[config.mk]
export PLATFORM = sky130hd
export DESIGN_NAME = pipe_ctrl
export DESIGN_NICKNAME = d
export VERILOG_FILES = /design/src/rtl/pipe_ctrl.sv
export SDC_FILE = /design/constraint.sdc
export NUM_CORES = 1
export LEC_CHECK = 0
export ABC_AREA = 1
export BUFFER_PORTS_ARGS = -buffer_cell sky130_fd_sc_hd__buf_2
export CAP_MARGIN = 5
export CORE_MARGIN = 2
export CORE_UTILIZATION = 48
export DETAILED_ROUTE_END_ITERATION = 10
export PLACE_DENSITY = 0.75
export SLEW_MARGIN = 0
export SYNTH_ARGS = -nofsm -noshare
export SYNTH_HDL_FRONTEND = slang
export SYNTH_SLANG_ARGS = --single-unit
[constraint.sdc]
create_clock -name clk -period 1.4 [get_ports clk]
set_input_delay 0.28 -clock clk [delete_from_list [all_inputs] [get_ports clk]]
set_output_delay 0.28 -clock clk [all_outputs]
set_load 0.02 [all_outputs]
[src/rtl/pipe_ctrl.sv]
// Stall merger and multi-cycle EX sequencer (MACC, iterative divide with watchdog).
// stall_en is combinational; the FSM keeps running under a MEM stall; flush drops any sequence.
module pipe_ctrl #(
    parameter int DIV_MAX = 40
) (
    input  logic       clk,
    input  logic       reset,
    input  logic       flush,
    input  logic       id_stall_req,
    input  logic       mem_stall_req,
    input  logic       ex_mc_req,
    input  logic       ex_mc_type,
    input  logic       div_zero,
    input  logic       div_done,
    output logic [5:0] stall_en,
    output logic       div_start,
    output logic       ex_phase,
    output logic       ex_mc_done,
    output logic       div_err
);

    typedef enum logic [1:0] {
        IDLE     = 2'd0,
        MACC     = 2'd1,
        DIV_WAIT = 2'd2,
        DIV_END  = 2'd3
    } state_t;

    localparam logic [5:0] CNT_LAST = 6'(DIV_MAX - 1);

    state_t     state, state_nxt;
    logic [5:0] div_cnt, div_cnt_nxt;
    logic       abort, abort_nxt;
    logic       ex_stall;

    always_ff @(posedge clk or posedge reset) begin
        if (reset) begin
            state   <= IDLE;
            div_cnt <= 6'd0;
            abort   <= 1'b0;
        end else begin
            state   <= state_nxt;
            div_cnt <= div_cnt_nxt;
            abort   <= abort_nxt;
        end
    end

    always_comb begin
        state_nxt   = state;
        div_cnt_nxt = div_cnt;
        abort_nxt   = abort;
        ex_stall    = 1'b0;
        div_start   = 1'b0;
        ex_phase    = 1'b0;
        ex_mc_done  = 1'b0;
        div_err     = 1'b0;
        stall_en    = 6'b000000;

        case (state)
            IDLE: begin
                if (ex_mc_req) begin
                    ex_stall = 1'b1;
                    if (!ex_mc_type) begin
                        state_nxt = MACC;
                    end else begin
                        // A zero divisor skips the divider entirely.
                        state_nxt   = div_zero ? DIV_END : DIV_WAIT;
                        div_cnt_nxt = 6'd0;
                        abort_nxt   = 1'b0;
                    end
                end
            end
            MACC: begin
                ex_phase   = 1'b1;
                ex_mc_done = 1'b1;
                state_nxt  = IDLE;
            end
            DIV_WAIT: begin
                div_start   = 1'b1;
                ex_stall    = 1'b1;
                div_cnt_nxt = div_cnt + 6'd1;
                if (div_done) begin
                    state_nxt = DIV_END;
                end else if (div_cnt == CNT_LAST) begin
                    state_nxt = DIV_END;
                    abort_nxt = 1'b1;
                end
            end
            default: begin
                ex_mc_done = 1'b1;
                div_err    = abort;
                state_nxt  = IDLE;
                abort_nxt  = 1'b0;
            end
        endcase

        if (flush) begin
            state_nxt   = IDLE;
            div_cnt_nxt = 6'd0;
            abort_nxt   = 1'b0;
            div_start   = 1'b0;
            ex_phase    = 1'b0;
            ex_mc_done  = 1'b0;
            div_err     = 1'b0;
        end else if (mem_stall_req) begin
            stall_en = 6'b011111;
        end else if (ex_stall) begin
            stall_en = 6'b001111;
        end else if (id_stall_req) begin
            stall_en = 6'b000111;
        end

        // Outputs are silent for as long as reset is held, independent of the clock.
        if (reset) begin
            stall_en   = 6'b000000;
            div_start  = 1'b0;
            ex_phase   = 1'b0;
            ex_mc_done = 1'b0;
            div_err    = 1'b0;
        end
    end

endmodule

==> reports/qor.txt <==
violation count after the first detailed-routing iteration = 19
router iterations before antenna repair = 4
power per cell area = 909 nW/µm²
pre-CTS setup slack = 0.0479 ns
ys async rst share = 100%
Mapped Nets = 102
number of I/O pins = 19
number of warnings reported in the yosys synthesis log = 0
flip-flop and latch count after synthesis = 9
P_leak = 0.000467 µW
standard cell area after detailed placement = 764 µm²
launching element of the worst setup path = state[0]
slowest cell on the critical path = sky130_fd_sc_hd__dfrtp_2
Multi-input gate area = 374 µm²
clock period minus worst slack = 1.54 ns
vertical die dimension = 40.4 µm
CTS Hold Buffers Added = 0
share of the cycle needed by the critical path after routing = 110%
die area = 1630 µm²
register area share after synthesis = 35.5%
Detailed Place HPWL = 1.10 mm
number of nets in the finished design = 127
drt via density = 5.13
number of clock buffers inserted by TritonCTS = 3
library cell appearing most often on the critical path = sky130_fd_sc_hd__a21oi_4
worst setup path category = reg2out
antenna violations before repair = 0
Fmax achieved = 649 MHz
class of the tightest hold or removal check = in2async
final-report hold violation count = 0
violations in the final reports = negative setup slack
CTS tree = done
Post-Route Skew = 0.00446 ns
overall track demand over capacity in global routing = 23.2%
Area contributors post-synth = sky130_fd_sc_hd__dfrtp_1, sky130_fd_sc_hd__nand2_1, sky130_fd_sc_hd__nand3_1
status = finished, violations left
minimum setup slack among reg-to-reg paths = 0.20 ns
Final Routed Wirelength = 1.57 mm
number of max-cap violations = 0
Core ar. = 1270 µm²
Fillers = 103
clock latency at the later pin of the worst-skew pair = 0.27 ns
total power after layout = 778 µW
detailed-route via count = 672
Data required, critical path = 1.12 ns
commonest cells in the synthesized netlist = sky130_fd_sc_hd__nand2_1, sky130_fd_sc_hd__inv_1, sky130_fd_sc_hd__nand3_1, sky130_fd_sc_hd__nor2_1, sky130_fd_sc_hd__dfrtp_1
clock slew at reported path FFs = 0.06 ns
largest fanout on the critical path = 4
number of enable flip-flop cells after synthesis = 0
final slew viol count = 0
worst setup margin = -0.141 ns
cell breakdown of the critical path = a21oi_4 -> nor2_4 -> a21oi_4 -> buf_4
ratio of cells with drive above 1 in the final layout = 37.9%
wire length of the first global-routing pass = 2.42 mm
final weighted congestion of routability-driven global placement = 0.822
CP Data Arrival Time = 1.26 ns
area of the mapped netlist = 634 µm²
deepest level of the CTS H-tree = 1
prevailing post-synth register cell = sky130_fd_sc_hd__dfrtp_1
pin count of the biggest net entering global routing = 10
per-instance average area after synthesis = 6.90 µm²
standard-cell rows = 13
Reg2Reg Depth = 6
RSZ-0062 raised after global routing = true
cell at the root of the clock tree = sky130_fd_sc_hd__clkbuf_4
startpoint of the lowest-slack register-to-register path = state[1]
endpoint kind of the worst setup timing path = output port
number of instances in the synthesized netlist = 92
number of routed nets with antenna violations = 0
initial cell density of the core = 50.0%
DRC violation count after routing = 0
Final Cell Area = 856 µm²
overall die width = 40.4 µm
Yosys top cell by area = sky130_fd_sc_hd__dfrtp_1
final number of setup-violating endpoints = 7
buffers added on ports = 17
Seq. cell area = 226 µm²
area grow syn2layout = 34.9%
Min Hold Slack = 0.0428 ns
most frequent cell after synthesis = sky130_fd_sc_hd__nand2_1
antenna fix cells = 0
worst ir drop on vdd = 0.000672 V
critical path's largest stage delay = 0.46 ns
clock sink total = 9
sum of overflow across all layers after global routing = 0
number of distinct library cells after synthesis = 25
worst r2r dst = div_cnt[3]
routed len/inst = 12.0 µm
vias in the first global route = 623
utilization after layout = 67.5%
share of the synthesized area in the top cell type = 35.5%
Critical Path Start Type = flop
Longest Clk Path Bufs = 2
==> timing repair <==
item                                    4_1_cts  5_1_grt
cloned                                        0        0
setup buffers                                 2        1
gates resized for setup                      10        2
endpoints found under the setup margin        7        8
pin swaps                                     1        1
==> metrics by stage <==
| step | setup TNS [ns] | instances |
|---|---|---|
| after floorplan | 0 | 92 |
| after detailed placement | 0 | 124 |
| after global placement | 0 | 124 |
| after global routing | -1.12 | 131 |
| final | -0.794 | 131 |
| after CTS | -0.638 | 130 |
==> logic make-up after synthesis <==
family / share of synthesized area (%)
and+or+nand+nor: 40.6
adders and majority gates: 1.97
buffers and inverters: 12.6
other: 0.591
DFF: 35.5
AOI/OAI and AO/OA: 8.68
==> where the power goes <==
group / internal [µW] / switching (µW) / total [µW]
sequential: 287 / 21.2 / 308
clock: 106 / 95.9 / 202
combinational: 108 / 160 / 268
==> flip-flops by register name, indices dropped and copies added (netlist names) <==
signal and count:
state 2, abort 1, div_cnt 6
==> final cells by class <==
type | count | share of cell area (%)
Clock inverter | 1 | 0.585
Multi-Input combinational cell | 65 | 43.7
Inverter | 14 | 6.58
Tap cell | 15 | 2.19
Clock buffer | 3 | 2.63
Timing Repair Buffer | 24 | 17.8
Sequential cell | 9 | 26.5
==> metal layers <==
| layer | global-route usage, % | part of all wire (%) |
|---|---|---|
| met5 | 0 | 0 |
| met4 | 9.17 | 1.0 |
| met3 | 8.89 | 4.6 |
| met2 | 39.3 | 53 |
| met1 | 26.0 | 41 |
==> critical path: cells and delay by family (launching register included) <==
kind                   cells  cell delay [ns]
DFF                        1             0.46
AOI/OAI and AO/OA          2             0.31
buffers and inverters      1             0.16
and+or+nand+nor            1             0.06
==> layout by cell type, fill, tap and decap left out <==
cell type	instances
sky130_fd_sc_hd__dfrtp_1	8
sky130_fd_sc_hd__clkinvlp_4	1
sky130_fd_sc_hd__buf_4	13
sky130_fd_sc_hd__o22ai_1	1
sky130_fd_sc_hd__ha_1	1
sky130_fd_sc_hd__nand3_1	11
sky130_fd_sc_hd__nor2_1	9
sky130_fd_sc_hd__o21ai_0	1
sky130_fd_sc_hd__o31ai_1	1
sky130_fd_sc_hd__and3_2	1
sky130_fd_sc_hd__a21oi_1	1
sky130_fd_sc_hd__o21ai_1	2
sky130_fd_sc_hd__clkbuf_4	3
sky130_fd_sc_hd__nor3_2	2
sky130_fd_sc_hd__nor2_4	4
sky130_fd_sc_hd__dfrtp_2	1
sky130_fd_sc_hd__nand2_2	1
sky130_fd_sc_hd__clkinv_2	1
sky130_fd_sc_hd__o211ai_1	1
sky130_fd_sc_hd__inv_1	11
sky130_fd_sc_hd__a21oi_4	2
sky130_fd_sc_hd__buf_2	11
sky130_fd_sc_hd__nand2_1	20
sky130_fd_sc_hd__conb_1	1
sky130_fd_sc_hd__nand4_1	4
sky130_fd_sc_hd__nand3_2	1
sky130_fd_sc_hd__inv_2	2
sky130_fd_sc_hd__nor2_2	1
==> worst max path at each step <==
stage	slack (ns)	end	depth (start not counted)
floorplan	0.05	stall_en[1]	5
global placement	0.07	div_err	6
detailed placement	0.05	div_err	6
CTS	-0.13	stall_en[1]	4
global route	-0.18	stall_en[0]	4
finish	-0.14	stall_en[0]	4
Note: power is estimated with default switching activity, not from simulation.
